### src/rtl/alu_2bit.sv
// alu_2bit: two-bit arithmetic/logic unit with zero and carry/borrow flags.
// The result and flags are available combinationally and also through a
// register stage with a capture enable and an asynchronous active-high reset.
// Build option: define ALU_DIV_EN to include the divider on OP 011. Without it,
// OP 011 returns out = 00, z = 1, c = 0 and no divider is built.
module alu_2bit (
  input  logic       clk,
  input  logic       rst,
  input  logic [1:0] A,
  input  logic [1:0] B,
  input  logic [2:0] OP,
  input  logic       en,
  output logic [1:0] out,
  output logic       z,
  output logic       c,
  output logic [1:0] out_q,
  output logic       z_q,
  output logic       c_q
);

  typedef enum logic [2:0] {
    OP_ADD = 3'b000,
    OP_SUB = 3'b001,
    OP_MUL = 3'b010,
    OP_DIV = 3'b011,
    OP_AND = 3'b100,
    OP_OR  = 3'b101,
    OP_XOR = 3'b110,
    OP_NOT = 3'b111
  } op_e;

  op_e        op;
  logic [1:0] res;
  logic       cy;

  assign op = op_e'(OP);

  // Result and carry/borrow/error flag for the selected operation
  always_comb begin
    res = '0;
    cy  = 1'b0;
    case (op)
      OP_ADD: {cy, res} = {1'b0, A} + {1'b0, B};
      OP_SUB: begin
        res = A - B;
        cy  = (A < B);
      end
      // 2-bit context keeps only the low product bits
      OP_MUL: res = A * B;
      OP_DIV: begin
`ifdef ALU_DIV_EN
        if (B == 2'b00) begin
          res = '1;
          cy  = 1'b1;
        end else begin
          res = A / B;
        end
`else
        res = '0;
`endif
      end
      OP_AND: res = A & B;
      OP_OR:  res = A | B;
      OP_XOR: res = A ^ B;
      OP_NOT: res = ~A;
      default: begin
        res = '0;
        cy  = 1'b0;
      end
    endcase
  end

  assign out = res;
  assign z   = (res == 2'b00);
  assign c   = cy;

  // Registered copy of result and flags; reset clears, en gates capture
  always_ff @(posedge clk or posedge rst) begin
    if (rst) begin
      out_q <= '0;
      z_q   <= 1'b0;
      c_q   <= 1'b0;
    end else if (en) begin
      out_q <= out;
      z_q   <= z;
      c_q   <= c;
    end
  end

endmodule

### config.mk
export PLATFORM = sky130hd
export DESIGN_NAME = alu_2bit
export DESIGN_NICKNAME = d
export VERILOG_FILES = /design/src/rtl/alu_2bit.sv
export SDC_FILE = /design/constraint.sdc
export NUM_CORES = 1
export LEC_CHECK = 0
export CAP_MARGIN = 20
export CORE_MARGIN = 4
export CORE_UTILIZATION = 35
export CTS_BUF_LIST = sky130_fd_sc_hd__clkbuf_8
export DETAILED_ROUTE_END_ITERATION = 16
export DONT_BUFFER_PORTS = 1
export PLACE_DENSITY_LB_ADDON = 0.15
export SYNTH_ARGS = -nofsm -noshare
export SYNTH_HDL_FRONTEND = slang
export SYNTH_SLANG_ARGS = --single-unit
export TNS_END_PERCENT = 50
### constraint.sdc
create_clock -name clk -period 2.4 [get_ports clk]
set_input_delay 0.36 -clock clk [delete_from_list [all_inputs] [get_ports clk]]
set_output_delay 0.36 -clock clk [all_outputs]
set_load 0.005 [all_outputs]
Word level (Yosys, flattened, before mapping)
Cells that the tools add are included.
{"block": "op_classes", "add_sub_neg": 2, "mul": 1, "magnitude_cmp": 1, "eq_ne": 7, "n_mux": 2, "bitwise": 4, "reduce_logical": 2}
{"operator": "$pmux W2 S8", "count": 1}
{"operator": "$eq A3 B3 Y1 const B", "count": 4}
{"operator": "$eq A3 B2 Y1 const B", "count": 2}
{"operator": "$add A2 B2 Y3", "count": 1}
{"operator": "$eq A3 B1 Y1 const B", "count": 1}
{"operator": "$logic_not A3 Y1", "count": 1}
{"operator": "$and A2 B2 Y2", "count": 1}
{"operator": "$logic_not A2 Y1", "count": 1}
{"operator": "$lt A2 B2 Y1", "count": 1}
{"operator": "$mul A2 B2 Y2", "count": 1}
{"operator": "$not A2 Y2", "count": 1}
{"operator": "$or A2 B2 Y2", "count": 1}
{"operator": "$pmux W1 S2", "count": 1}
{"operator": "$sub A2 B2 Y2", "count": 1}
{"operator": "$xor A2 B2 Y2", "count": 1}
{"block": "totals", "register_bits": 4, "inputBits": 10, "output_inout_bits": 8}

Logic depth before layout (Yosys ltp)
Gate-level depths: netlist of the first run.
{"block": "depth", "depth_word": 3, "ltp_mapped": 8, "depth_no_buf": 8}

Worst setup path after synthesis of the first run
OpenSTA, ideal clock, no wires.
{"block": "synth_path", "path_type": "in2out", "from": "in A[0]", "to": "out z", "arrival_ns": 1.669, "required_time_ns": 2.040, "setup_slack_ns": 0.371, "cell_stages": 8, "cell_sequence": "inv_1 > ha_1 > inv_1 > fa_1 > nor2_1 > o311ai_0 > a22o_2 > nor2_1"}
{"block": "synth_via", "elab_chain_len": 3, "elab_cells_between_ends": 9, "classes_between": "add/sub (2); mul (1); mux (1); bitwise (4); reduce/logical (1)"}
{"item": "start: declaration", "line_no": "9", "source": "input logic [1:0] A,"}
{"item": "$mul A2 B2 Y2, or another cell as far along", "line_no": "49", "source": "OP_MUL: res = A * B;"}
{"item": "$pmux W2 S8 (*)", "line_no": "42", "source": "case (op)"}
{"item": "via out[1]", "line_no": "13", "source": "output logic [1:0] out,"}
{"item": "$logic_not A2 Y1 (*)", "line_no": "74", "source": "assign z = (res == 2'b00);"}
{"item": "end: declaration", "line_no": "14", "source": "output logic z,"}
Mark *: on every way through the listed nets, which the timed path passes. The rest lies on a longest branch.

Final worst setup path of the first run
Same ends and word-level chain as after synthesis.

==> results.md, run 1 <==
- Status: finished, final reports clean
- DR pass1 iterations: 4
- Initial antenna violation count: 0
- Gpl congestion: roughly 0.74
- CTS tree: done
- Final period util: 88.9%
- #FFs+latches synth: 4
- Die ar.: between 2000 and 2500 sq um
- Cts repair resizes: 0
- Dpl ws: ~0.26 ns
- PwrDens: 536 nW/um^2
- Power, Total: 0.280 mW
- Hold path endpoint: out_q[1]
- Synthesized Nets: 66
- Xor and xnor area share after synthesis: between 3 and 4%
- Clk sinks: 4
- Reg-to-Reg Start: out_q[1]
- Clock transition at the registers of the reported paths: 0.03 ns
- # rows: 13
- Die Ht: about 45 microns
- Clock root buffer master: clkbuf_8
- Core area: 1280 sq um
- Area share of the largest cell type after synthesis: 21.1%
- Maximum vdd ir drop: around 0.24 mV
- Clk Latency, worst-skew pair: approximately 0.21 ns
- Via density: around 5.4
- Top-level I/O count: 18
- Vias in the first global route: approximately 370
- Mean Syn Cell Area: between 9 and 10 sq um
- FMAX: approximately 470 MHz
- Hold Crit Start: en
- Worst Path Arrival: about 1.8 ns
- Seq/Total Area, Yosys: about a fifth
- Area of the multi-input gates: 322 sq um
- Port buffer count: 0
- Max cap viols: 0
- Synth Flop Type: dfrtp_1
- DP Wirelength: roughly 770 microns
- Crit. End Element: primary output
- Post-layout minimum cycle time: approximately 2.1 ns
- Library cells used by synthesis: 25
- Crit-path max cell delay: around 0.47 ns
- Final slew viol count: 0
- Worst Max-Slew Pin Slew: ~0.43 ns
- Fillcell total: 130
- Critical path buffer and inverter count: 2
- Mux cell area share after synthesis: a little under a tenth
- First-pass GRT wire length: ~1.5 mm
- Asr flop ratio synth: 100%
- Grt ovf: 0
- GRT Resource Usage Total: 10.3%
- Final Net Count: 70
- Inst Count DP: 62
- DRT antenna net count: 0
- Setup crit start kind: input port
- Initial cell density of the core: around 37%
- Layout Skew: 0 ns
- DRC: 0
- Syn Std Cell Area: around 470 sq um
- Worst Hold Depth: 1
- Cell family with most CP delay: adder cells
- RR Endpoint: out_q[1]
- Layout Cells excl Fill: 66
- Placed cell areas: 470 sq um
- # diodes: 0
- WS Path Type: in2out
- Worst reg2reg setup slack: about 1.6 ns
- Layout area overhead: 10.0%
- Count leader, synth: inv_1
- CTS Buf Count: 3
- Worst setup margin: 0.266 ns
- Top cells by area in the synthesized netlist: dfrtp_1, ha_1, fa_1, mux2_2, inv_1
- Largest family of logic cells by synthesized area: adder cells
- HP Class: in2reg
- Number of synthesis warnings: 0
- Sequential Area: ~100 sq um
- Post-synthesis cell count: about 50
- Detailed Route WL: slightly above 900 microns
- Share of layout cells above drive strength 1: about a fifth
- Yosys top cell by area: dfrtp_1
- Design Area, Final: between 500 and 600 sq um
- WL/cell: 13.7 microns
- Largest net degree at the start of global routing: 13
- Reg2Reg Depth: 1
- Post-synthesis adder-cell area fraction: 21.6%
- Post-synth EDFFs: 0
- Setup tns final: 0 ns
- Critical Path Fanout Max: 4
- H-tree level count: 1
- Worst path slowest cell: fa_1
- LEAKAGE: roughly 0.24 nW
- Iteration-0 DRC Markers: 6
- Setup violators final: 0
- Via count: approximately 360
- CP cell instances: inv_1, ha_1, inv_1, fa_1, nor2_1, o311ai_0, a22o_2, nor2_1
- Most frequent cells after synthesis: inv_1, ha_1, dfrtp_1
- RSZ-0062 raised after global routing: false
- Hold Violations, Final: 0
- Slew margin rel.: a little under three quarters
- Max Buffers Root-to-Sink: 2
- Worst Path Required: a little over 2 ns
- Synth Area in Simple Gates: roughly 16%
- Chip width: around 45 microns
- Complex-gate fraction of the synthesized area: ~17%
## what timing repair did
item                      CTS  global route
buffers inserted            0             0
hold buffers                1             0
hold endpoints to repair    4             0
## routing by layer
metal,vias to the layer above,GRT usage [%],routed length [microns]
met2,14,16.3,492
met5,-,0,0
met4,0,4.09,0
li1,170,-,-
met3,0,4.38,65
met1,175,12.3,347
## power breakdown
group	internal [mW]	switching, mW	total, mW
registers	0.0774	0.00739	0.0848
logic	0.0297	0.0278	0.0575
clock network	0.107	0.0307	0.137
## worst max-delay path by stage
stage	from	to	slack (ns)	depth (start not counted)
floorplan	A[0]	z	0.37	8
detailed placement	A[0]	z	0.26	8
finish	A[0]	z	0.27	8
CTS	A[0]	z	0.25	8
global route	A[0]	z	0.18	8
global placement	A[0]	z	0.31	8
## logic make-up after synthesis
family                     after synthesis
DFF                                      4
AOI/OAI and AO/OA                        8
muxes                                    4
and+or+nand+nor                         14
buffers and inverters                   10
xor gates and xnor gates                 2
adders and majority gates                7
## flip-flops by register name, indices dropped and copies added (netlist names)
| register | count |
|---|---|
| c_q | 1 |
| out_q | 2 |
| z_q | 1 |
## through the flow
stage | hold slack (ns) | util [%]
after global routing | 0.303 | 40.6
after floorplan | 0.126 | -
after detailed placement | 0.144 | 36.6
after global placement | 0.135 | 36.6
final | 0.311 | 40.6
after CTS | 0.305 | 40.6
## placed cells by master, fill, tap and decap left out, types with 2 or more instances in the layout
master    synthesis  layout
nand2_1           3       3
o31ai_1           2       2
nor2b_1           2       2
inv_1             8       8
nor2_1            3       3
dfrtp_1           4       4
mux2_2            3       3
fa_1              2       2
ha_1              5       5
clkbuf_8          0       3
## layout make-up
type                    instances  share of cell area, %
multi-input cells              35                   61.6
flip-flops and latches          4                   19.2
well taps                      15                   3.60
inverters                       8                   5.76
clock buffers                   3                   7.91
repair buffers                  1                   1.92
(Power assumes the default switching activity.)
==> run 2: changes to the inputs <==
--- a/config.mk
+++ b/config.mk
@@ -6,12 +6,15 @@
 export NUM_CORES = 1
 export LEC_CHECK = 0
 export CAP_MARGIN = 20
+export CELL_PAD_IN_SITES_DETAIL_PLACEMENT = 0
+export CELL_PAD_IN_SITES_GLOBAL_PLACEMENT = 1
 export CORE_MARGIN = 4
 export CORE_UTILIZATION = 35
 export CTS_BUF_LIST = sky130_fd_sc_hd__clkbuf_8
 export DETAILED_ROUTE_END_ITERATION = 16
 export DONT_BUFFER_PORTS = 1
 export PLACE_DENSITY_LB_ADDON = 0.15
+export SLEW_MARGIN = 20
 export SYNTH_ARGS = -nofsm -noshare
 export SYNTH_HDL_FRONTEND = slang
 export SYNTH_SLANG_ARGS = --single-unit
==> results.md, run 2 (synthesis gave the netlist of run 1 again) <==
- Status: finished, final reports clean
- First-pass GRT wire length: about 1.5 mm
- Final Net Count: 70
- HP Class: in2reg
- GRT Resource Usage Total: between 10% and 20%
- Fin Hold WS: 0.306 ns
- Layout area overhead: 10.0%
- Worst Max-Slew Pin Slew: about 0.42 ns
- DR pass1 iterations: 2
- Final period util: between 80% and 90%
- RSZ-0062 raised after global routing: false
- Setup Buffers After CTS: 0
- Worst setup margin: around 0.26 ns
- Clock power share: 49.2%
- Hold Violations, Final: 0
- Int Pwr: about 0.21 mW
- Power, Total: roughly 0.28 mW
- Critical Path Fanout Max: 4
- Max reg flops: 2
- Setup crit start kind: input port
- # diodes: 0
- Die Ht: 44.8 microns
- FMAX: 468 MHz
- Final slew viol count: 0
- Clock transition at the registers of the reported paths: 0.03 ns
- Largest net degree at the start of global routing: 13
- Gpl congestion: approximately 0.75
- WS Path Type: in2out
- Worst Path Required: between 2 and 2.5 ns
- Most frequent cells in the layout: inv_1, ha_1, dfrtp_1
- Dpl ws: between 0.2 and 0.3 ns
- Cts repair resizes: 0
- Share of layout cells above drive strength 1: slightly below 20%
- Grt ovf: 0
- H-tree level count: 1
- Detailed Route WL: approximately 940 microns
- Post-layout minimum cycle time: around 2.1 ns
- Initial antenna violation count: 0
- PwrDens: between 500 and 600 nW/um^2
- Top reg by flops: out_q
- Core area: roughly 1300 sq um
- Clock root buffer master: clkbuf_8
- CTS Buf Count: 3
- Via density: roughly 5.3
- Clk Latency, worst-skew pair: ~0.21 ns
- Most common cell after layout, fill and taps aside: inv_1
- LEAKAGE: 0.241 nW
- Top-level I/O count: 18
- Seq pwr share: a little under a third
- Iteration-0 DRC Markers: 5
- Worst Path Arrival: 1.78 ns
- WL/cell: 14.3 microns
- Via count: ~350
- Chip width: about 45 microns
- Clk sinks: 4
- Setup violators final: 0
- Psw: between 0.06 and 0.07 mW
- Setup tns final: 0 ns
- Switching Share: a little under a quarter
- DP Wirelength: between 800 and 900 microns
- Port buffer count: 0
- Initial cell density of the core: between 30% and 40%
- CTS tree: done
- DRT antenna net count: 0
- Max Buffers Root-to-Sink: 2
- Combinational Power Share: between 20% and 30%
- Slew margin rel.: 71.9%
- # rows: 13
- Vias in the first global route: about 360
- Layout Skew: 0 ns
- Crit. End Element: primary output
- Largest registers: out_q: 2 flops, c_q: 1 flops, z_q: 1 flops
- DRC: 0
- Max cap viols: 0
- Die ar.: 2010 sq um
- Maximum vdd ir drop: roughly 0.32 mV
run 2: area by class of cell:
| class | count | area (sq um) |
|---|---|---|
| flip-flops and latches | 4 | 100 |
| multi-input cells | 35 | 322 |
| inverters | 8 | 30.0 |
| repair buffers | 1 | 10.0 |
| well taps | 15 | 18.8 |
| clock buffers | 3 | 41.3 |
| fillers | 120 | 763 |
run 2: metal layers:
| layer | GRT usage [%] | up-vias | part of all wire, % |
|---|---|---|---|
| met4 | 2.34 | 0 | 0 |
| met2 | 15.5 | 8 | 53 |
| met5 | 0 | - | 0 |
| met1 | 12.7 | 170 | 40 |
| li1 | - | 170 | - |
| met3 | 5.58 | 0 | 7.4 |
run 2: what timing repair did:
| action | in CTS | in global routing |
|---|---|---|
| endpoints found under the setup margin | 0 | 0 |
| endpoints found under the hold margin | 4 | 0 |
| hold buffers | 1 | 0 |
run 2: worst max-delay path, stage by stage:
cell      delay, ns
inv_1          0.07
ha_1           0.15
inv_1          0.05
fa_1           0.47
nor2_1         0.04
o311ai_0       0.30
a22o_2         0.26
nor2_1         0.07
run 2: path summary, 6_finish.rpt:
path / slack (ns) / from / end / depth (start not counted)
worst max-delay path: 0.26 / A[0] / z / 8
worst min-delay path: 0.31 / en / out_q[0] / 1
worst max register to register: 1.64 / out_q[0] / out_q[0] / 1
worst min register to register: 0.52 / z_q / z_q / 2
max in group asynchronous: 1.77 / rst / out_q[0] / 2
min in group asynchronous: 0.47 / rst / out_q[1] / 2
run 2: power by group through the flow:
stage	combinational, mW	sequential [mW]	clock, mW
floorplan	0.0546	0.0833	0
global placement	0.0546	0.0851	0
detailed placement	0.0566	0.0858	0
CTS	0.0580	0.0851	0.142
global route	0.0656	0.0852	0.144
finish	0.0573	0.0846	0.137
run 2: stage by stage:
step,cells,utilization (%),instance area [sq um]
5_1_grt,66,40.6,522
6_report,66,40.6,522
2_1_floorplan,49,-,474
4_1_cts,66,40.6,522
3_3_place_gp,62,36.6,470
3_5_place_dp,62,36.6,470
